==> config.mk <==
export PLATFORM = sky130hd
export DESIGN_NAME = prach_ditfft3_bf2_flat
export DESIGN_NICKNAME = d
export VERILOG_FILES = /design/src/rtl/prach_ditfft3_bf2_if.sv /design/src/rtl/prach_ditfft3_bf2.sv /design/src/flat_wrapper.sv
export SDC_FILE = /design/constraint.sdc
export NUM_CORES = 2
export LEC_CHECK = 0
export BUFFER_PORTS_ARGS = -buffer_cell sky130_fd_sc_hd__clkbuf_2
export CORE_ASPECT_RATIO = 0.5
export CORE_MARGIN = 2
export CORE_UTILIZATION = 45
export CTS_BUF_LIST = sky130_fd_sc_hd__clkbuf_8
export CTS_CLUSTER_DIAMETER = 50
export CTS_CLUSTER_SIZE = 16
export DETAILED_ROUTE_END_ITERATION = 12
export GPL_ROUTABILITY_DRIVEN = 0
export GPL_TIMING_DRIVEN = 0
export SETUP_SLACK_MARGIN = 0.02
export SYNTH_ARGS = -nofsm -noshare
export SYNTH_HDL_FRONTEND = slang
export SYNTH_SLANG_ARGS = --single-unit
export TNS_END_PERCENT = 10
==> constraint.sdc <==
create_clock -name clk -period 6.7 [get_ports clk]
set_input_delay 1.34 -clock clk [delete_from_list [all_inputs] [get_ports clk]]
set_output_delay 1.34 -clock clk [all_outputs]
set_load 0.05 [all_outputs]
==> src/rtl/prach_ditfft3_bf2_if.sv <==
// I/Q sample stream between the PRACH radix-3 stages, with the error flag of the stage that consumes it.
interface prach_ditfft3_bf2_if;
    logic signed [17:0] din_dr;
    logic signed [17:0] din_di;
    logic               din_dv;
    logic               sync_in;
    logic signed [17:0] dout_dr;
    logic signed [17:0] dout_di;
    logic               dout_dv;
    logic               sync_out;
    logic               err_out;

    modport master (
        output din_dr, din_di, din_dv, sync_in,
        input  dout_dr, dout_di, dout_dv, sync_out, err_out
    );

    modport slave (
        input  din_dr, din_di, din_dv, sync_in,
        output dout_dr, dout_di, dout_dv, sync_out, err_out
    );
endinterface

==> src/rtl/prach_ditfft3_bf2.sv <==
// Final PRACH radix-3 DIT stage: turns (x0, x1+x2, x2-x1) triples into y0, y1, y2.
// It uses a fixed 5-cycle latency, round-half-up and saturation on every output.
module prach_ditfft3_bf2 #(
    parameter int          OUT_SHIFT = 1,
    parameter logic [17:0] C_SQ3     = 18'd113512
) (
    input logic                clk,
    input logic                rst,
    prach_ditfft3_bf2_if.slave bus
);
    localparam int W    = 38;
    localparam int FRAC = 17;
    localparam logic signed [17:0]  COEF    = $signed(C_SQ3);
    localparam logic signed [W-1:0] HALF    = 38'sd1 <<< (FRAC - 1 + OUT_SHIFT);
    localparam logic signed [W-1:0] OUT_MAX = 38'sd131071;
    localparam logic signed [W-1:0] OUT_MIN = -38'sd131072;

    typedef enum logic [1:0] {IDX0 = 2'd0, IDX1 = 2'd1, IDX2 = 2'd2} slot_t;

    function automatic logic signed [17:0] to_out(input logic signed [W-1:0] v);
        logic signed [W-1:0] q;
        q = (v + HALF) >>> (FRAC + OUT_SHIFT);
        if (q > OUT_MAX)      to_out = OUT_MAX[17:0];
        else if (q < OUT_MIN) to_out = OUT_MIN[17:0];
        else                  to_out = q[17:0];
    endfunction

    slot_t cnt, idx, cnt_nxt;
    logic  viol;

    logic signed [17:0] cx0_dr, cx0_di, ca_dr, ca_di;
    logic signed [17:0] x0_dr, x0_di, a_dr, a_di, b_dr, b_di;
    logic signed [35:0] kb_dr, kb_di;
    logic signed [W-1:0] y0_dr, y0_di, y1_dr, y1_di, y2_dr, y2_di;
    logic signed [W-1:0] base_dr, base_di;
    logic signed [W-1:0] s0_dr, s0_di, s1_dr, s1_di, s2_dr, s2_di;
    logic signed [17:0] h1_dr, h1_di, h2_dr, h2_di;
    logic signed [17:0] out_dr, out_di;
    logic               v2, v3, v4, h1_ok, h2_ok;
    logic [4:0]         dv_d, sync_d;
    slot_t              slot_d [5];

    // A sync always restarts the triple; a gap or sync inside a triple is a violation.
    always_comb begin
        idx     = cnt;
        cnt_nxt = IDX0;
        viol    = 1'b0;
        if (bus.din_dv) begin
            if (bus.sync_in) begin
                idx  = IDX0;
                viol = (cnt != IDX0);
            end
            case (idx)
                IDX0:    cnt_nxt = IDX1;
                IDX1:    cnt_nxt = IDX2;
                default: cnt_nxt = IDX0;
            endcase
        end else begin
            viol = (cnt != IDX0);
        end
    end

    always_comb begin
        base_dr = (W'(x0_dr) <<< FRAC) - (W'(a_dr) <<< (FRAC - 1));
        base_di = (W'(x0_di) <<< FRAC) - (W'(a_di) <<< (FRAC - 1));
        s0_dr   = (W'(x0_dr) + W'(a_dr)) <<< FRAC;
        s0_di   = (W'(x0_di) + W'(a_di)) <<< FRAC;
        s1_dr   = base_dr - W'(kb_di);
        s1_di   = base_di + W'(kb_dr);
        s2_dr   = base_dr + W'(kb_di);
        s2_di   = base_di - W'(kb_dr);
    end

    // Slots of a triple that never completed carry a cleared ok flag and emit zero.
    always_comb begin
        out_dr = '0;
        out_di = '0;
        if (dv_d[4]) begin
            case (slot_d[4])
                IDX0: if (v4) begin
                    out_dr = to_out(y0_dr);
                    out_di = to_out(y0_di);
                end
                IDX1: if (h1_ok) begin
                    out_dr = h1_dr;
                    out_di = h1_di;
                end
                IDX2: if (h2_ok) begin
                    out_dr = h2_dr;
                    out_di = h2_di;
                end
                default: ;
            endcase
        end
    end

    always_ff @(posedge clk) begin
        if (rst) begin
            cnt <= IDX0;
            {cx0_dr, cx0_di, ca_dr, ca_di} <= '0;
            {x0_dr, x0_di, a_dr, a_di, b_dr, b_di} <= '0;
            {kb_dr, kb_di} <= '0;
            {y0_dr, y0_di, y1_dr, y1_di, y2_dr, y2_di} <= '0;
            {h1_dr, h1_di, h2_dr, h2_di} <= '0;
            {v2, v3, v4, h1_ok, h2_ok} <= '0;
            dv_d   <= '0;
            sync_d <= '0;
            for (int i = 0; i < 5; i++) slot_d[i] <= IDX0;
            bus.dout_dr  <= '0;
            bus.dout_di  <= '0;
            bus.dout_dv  <= 1'b0;
            bus.sync_out <= 1'b0;
            bus.err_out  <= 1'b0;
        end else begin
            cnt         <= cnt_nxt;
            bus.err_out <= viol;
            if (bus.din_dv && idx == IDX0) begin
                cx0_dr <= bus.din_dr;
                cx0_di <= bus.din_di;
            end
            if (bus.din_dv && idx == IDX1) begin
                ca_dr <= bus.din_dr;
                ca_di <= bus.din_di;
            end
            // x0 and a move with b so the capture registers are free for the next triple.
            v2 <= bus.din_dv && idx == IDX2;
            if (bus.din_dv && idx == IDX2) begin
                b_dr  <= bus.din_dr;
                b_di  <= bus.din_di;
                x0_dr <= cx0_dr;
                x0_di <= cx0_di;
                a_dr  <= ca_dr;
                a_di  <= ca_di;
            end
            v3 <= v2;
            if (v2) begin
                kb_dr <= 36'(b_dr) * 36'(COEF);
                kb_di <= 36'(b_di) * 36'(COEF);
            end
            v4 <= v3;
            if (v3) begin
                y0_dr <= s0_dr;
                y0_di <= s0_di;
                y1_dr <= s1_dr;
                y1_di <= s1_di;
                y2_dr <= s2_dr;
                y2_di <= s2_di;
            end
            // y1/y2 wait in their own bank so a following triple can reuse the sum registers.
            h1_ok <= v4;
            h2_ok <= h1_ok;
            if (v4) begin
                h1_dr <= to_out(y1_dr);
                h1_di <= to_out(y1_di);
                h2_dr <= to_out(y2_dr);
                h2_di <= to_out(y2_di);
            end
            dv_d      <= {dv_d[3:0], bus.din_dv};
            sync_d    <= {sync_d[3:0], bus.din_dv & bus.sync_in};
            slot_d[0] <= idx;
            for (int i = 1; i < 5; i++) slot_d[i] <= slot_d[i-1];
            bus.dout_dv  <= dv_d[4];
            bus.sync_out <= sync_d[4];
            bus.dout_dr  <= out_dr;
            bus.dout_di  <= out_di;
        end
    end
endmodule

==> src/flat_wrapper.sv <==
// flat-port wrapper written by rule: the top's interface ports become plain ports
module prach_ditfft3_bf2_flat 
#(
    parameter int          OUT_SHIFT = 1,
    parameter logic [17:0] C_SQ3     = 18'd113512
)
  (clk, rst, bus_din_dr, bus_din_di, bus_din_dv, bus_sync_in, bus_dout_dr, bus_dout_di, bus_dout_dv, bus_sync_out, bus_err_out);
  prach_ditfft3_bf2_if bus_i ();
  input logic clk;
  input logic rst;
  input wire logic [$bits(bus_i.din_dr)-1:0] bus_din_dr;
  input wire logic [$bits(bus_i.din_di)-1:0] bus_din_di;
  input wire logic [$bits(bus_i.din_dv)-1:0] bus_din_dv;
  input wire logic [$bits(bus_i.sync_in)-1:0] bus_sync_in;
  output wire logic [$bits(bus_i.dout_dr)-1:0] bus_dout_dr;
  output wire logic [$bits(bus_i.dout_di)-1:0] bus_dout_di;
  output wire logic [$bits(bus_i.dout_dv)-1:0] bus_dout_dv;
  output wire logic [$bits(bus_i.sync_out)-1:0] bus_sync_out;
  output wire logic [$bits(bus_i.err_out)-1:0] bus_err_out;
  assign bus_i.din_dr = bus_din_dr;
  assign bus_i.din_di = bus_din_di;
  assign bus_i.din_dv = bus_din_dv;
  assign bus_i.sync_in = bus_sync_in;
  assign bus_dout_dr = bus_i.dout_dr;
  assign bus_dout_di = bus_i.dout_di;
  assign bus_dout_dv = bus_i.dout_dv;
  assign bus_sync_out = bus_i.sync_out;
  assign bus_err_out = bus_i.err_out;
  prach_ditfft3_bf2 #(.OUT_SHIFT(OUT_SHIFT), .C_SQ3(C_SQ3)) u_core (.clk(clk), .rst(rst), .bus(bus_i));
endmodule
==> flow_summary.yaml <==
clock_tree:
  cts_root_buf: "clkbuf_8"
  cts_buffer_depth: 3
  cts.sinks: 502
  cts_tree: "built"
  insertion_delay_ns: 0.71
  postCtsHoldBufs: 0
  cts_setup_buffers: 0
  htreeDepth: 2
  path_clk_slew_ns: 0.11
  numCtsBuffers: 44
synthesis:
  ys_types: 77
  synth_seq_cells: 502
  synth_top_area_share_pct: 26.0
  ys_async_sr_fraction_pct: 0
  synthesis.nets: 5318
  syn_area_per_cell_um2: 8.37
  synthCells: 4621
  synth_area_um2: 38700
  yosysSeqAreaShare_pct: 26.0
  synth-main-ff-cell: "dfxtp_1"
  yosysWarnings: 0
  yosysTopAreaCell: "dfxtp_1"
  synth_edf_count: 0
  synth_area_leaders: "dfxtp_1 (26%), fa_1 (13%), ha_1 (13%)"
setup_path:
  max_stage_delay_ns: 0.58
  crit_path_cell_trace: "ha_1 -> inv_1 -> fa_1 -> inv_1 -> fa_1 -> fa_1 -> fa_1 -> inv_1 -> fa_1 -> inv_1 -> ha_1 -> nand2_1 -> o21ai_0 -> a211oi_1 -> a21oi_1 -> a311oi_2 -> a311oi_1 -> mux2i_1 -> o311ai_0"
  required_ns: 7.25
  crit_family: "adder cells"
  slowest_stage: "dfxtp_1"
  cpMostUsedCell: "fa_1"
  crit_path_max_fanout: 6
  critPathCaptureType: "flip-flop"
  cp_data_arrival_time_ns: 6.94
  crit_type: "reg2reg"
  critPathBufInv: 4
  worst_setup_path_start_kind: "flip-flop"
min_path:
  hp-class: "reg2reg"
sta:
  rsz0062_at_grt: "yes"
  fmax_mhz: 156
  hold_viol: 0
  finalSetupTns_ns: 0
  slew_headroom_pct: 3.73
  fin_crit_sh_pct: 95.4
  fin_skew_ns: 0.0535
  worstMarginPinSlew_ns: 1.44
  finalSetupViolations: 0
  maxSlewViolCount: 0
  finalCriticalPeriod_ns: 6.39
floorplan:
  io_pins: 79
  dieArea_um2: 88500
  chipHeight_um: 211
  rows: 75
  core-area_um2: 84500
  die_w_um: 419
  initial_core_util_pct: 45.8
cells_and_area:
  final_common_cell: "nand2_1"
  drive_gt1_share_pct: 3.76
  syn_to_final_growth_pct: 6.77
  layout_common_cells: "nand2_1 (591), inv_1 (572), dfxtp_1 (497), ha_1 (400), a21oi_1 (381)"
  nFillCells: 8253
  nets: 5442
route:
  vias: 33000
  wl_per_cell_um: 20.7
  vias_per_cell: 5.62
  dr.pass1.iters: 7
  post-route-drc-count: 0
  ant_nets: 0
  drt_first_iter_violations: 3183
  routed_wl_mm: 122
global_route:
  gr-total-overflow: 0
  first_global_vias: 31300
  grt_pass1_wl_mm: 186
  antenna_found_initial: 5
  grtUsageTotal_pct: 27.3
  grt_start_max_net_pins: 22
placed_design:
  dpl.hpwl_mm: 102
  numPortBuffers: 78
power:
  design_power_total_w: 0.00517
  power_density_nw_per_um2: 125
  ir_drop_mv: 0.109
  cellLeakagePower_nw: 18.4
job:
  drv_cap: 0
status:
  status: "finished clean"
## layer usage
metal / track usage (%) / part of all wire (%) / vias up / wire [um]
li1: - / - / 15800 / -
met3: 4.35 / 8.2 / 169 / 9960
met5: 0 / 0.021 / - / 25
met2: 41.4 / 42 / 1114 / 50800
met4: 7.93 / 3.0 / 4 / 3670
met1: 40.0 / 47 / 15900 / 57300
## layout make-up
class	count	area [um^2]	share of cell area, %
Timing Repair Buffer	78	390	0.945
Multi-Input combinational cell	3353	25800	62.4
Tap cell	1116	1400	3.38
Buffer	194	731	1.77
Antenna cell	1	2.50	0.00606
Clock buffer	47	647	1.57
Sequential cell	502	10100	24.3
Inverter	572	2150	5.20
Clock inverter	16	168	0.406
## flip-flops by register name, indices dropped and copies added, names as in the netlist, 19 cells and up
| signal | cells |
|---|---|
| u_core.y1_di | 20 |
| u_core.y2_di | 20 |
| u_core.y1_dr | 20 |
| u_core.kb_dr | 33 |
| u_core.y0_di | 19 |
| u_core.kb_di | 33 |
| u_core.y2_dr | 20 |
| u_core.y0_dr | 19 |
## stage by stage
step | hold WS [ns] | std cells | worst slack [ns] | util, % | area (um^2)
after global routing | 0.456 | 5878 | 0.0114 | 48.9 | 41300
after global placement | 0.414 | 5815 | -0.0924 | 47.9 | 40500
after detailed placement | 0.425 | 5815 | -0.0719 | 47.9 | 40500
after CTS | 0.446 | 5878 | 0.00973 | 48.9 | 41300
final | 0.442 | 5879 | 0.307 | 48.9 | 41300
after floorplan | 0.414 | 4621 | 0.678 | - | 38700
## synthesized netlist by cell type, types with 29 or more instances
cell	n
nand2_1	591
inv_1	570
dfxtp_1	502
ha_1	400
a21oi_1	381
nor2_1	331
fa_1	257
xnor2_1	176
clkbuf_1	173
o21ai_0	143
a211oi_1	108
xor2_1	92
nand3_1	87
nor3_1	72
mux2i_1	71
a21o_1	60
nor2b_1	53
and3_1	38
o211ai_1	31
o21a_1	31
nand4_1	29
## final timing paths
kind	cells past startpoint	from	slack, ns	to
worst max-delay path	19	u_core.b_di[7]	0.31	u_core.kb_di[34]
worst min-delay path	1	u_core.slot_d[0][5]	0.44	u_core.slot_d[0][7]
worst max register to register	19	u_core.b_di[7]	0.31	u_core.kb_di[34]
worst min register to register	1	u_core.slot_d[0][5]	0.44	u_core.slot_d[0][7]
## kinds of logic (layout without fill, tap and decap cells)
kind of cell,Yosys count,after routing,synth area share [%]
DFF,502,502,26.0
AOI/OAI and AO/OA,1008,1008,16.8
adders and majority gates,657,657,26.2
other,0,1,0
buffers and inverters,766,907,7.44
xor gates and xnor gates,268,268,6.07
and+or+nand+nor,1348,1348,15.6
muxes,72,72,1.87
## worst register-to-register path: stages (launching register included)
cell      delay (ns)
dfxtp_1         0.58
ha_1            0.34
inv_1           0.09
fa_1            0.50
inv_1           0.05
fa_1            0.52
fa_1            0.44
fa_1            0.54
inv_1           0.05
fa_1            0.49
inv_1           0.05
ha_1            0.39
nand2_1         0.07
o21ai_0         0.29
a211oi_1        0.12
a21oi_1         0.45
a311oi_2        0.22
a311oi_1        0.45
mux2i_1         0.38
o311ai_0        0.22
## repair_timing
action	CTS	global route
setup endpoints to repair	2	7
resized for setup	1	6
endpoints found under the hold margin	0	0
## report_power, final
part / internal, W / leakage, nW / total [W] / switching (W)
Combinational: 0.0000910 / 13.9 / 0.000324 / 0.000233
Clock: 0.000679 / 0.423 / 0.00183 / 0.00115
Sequential: 0.00300 / 4.05 / 0.00302 / 0.0000152
Power figures use the tool's default switching activity.
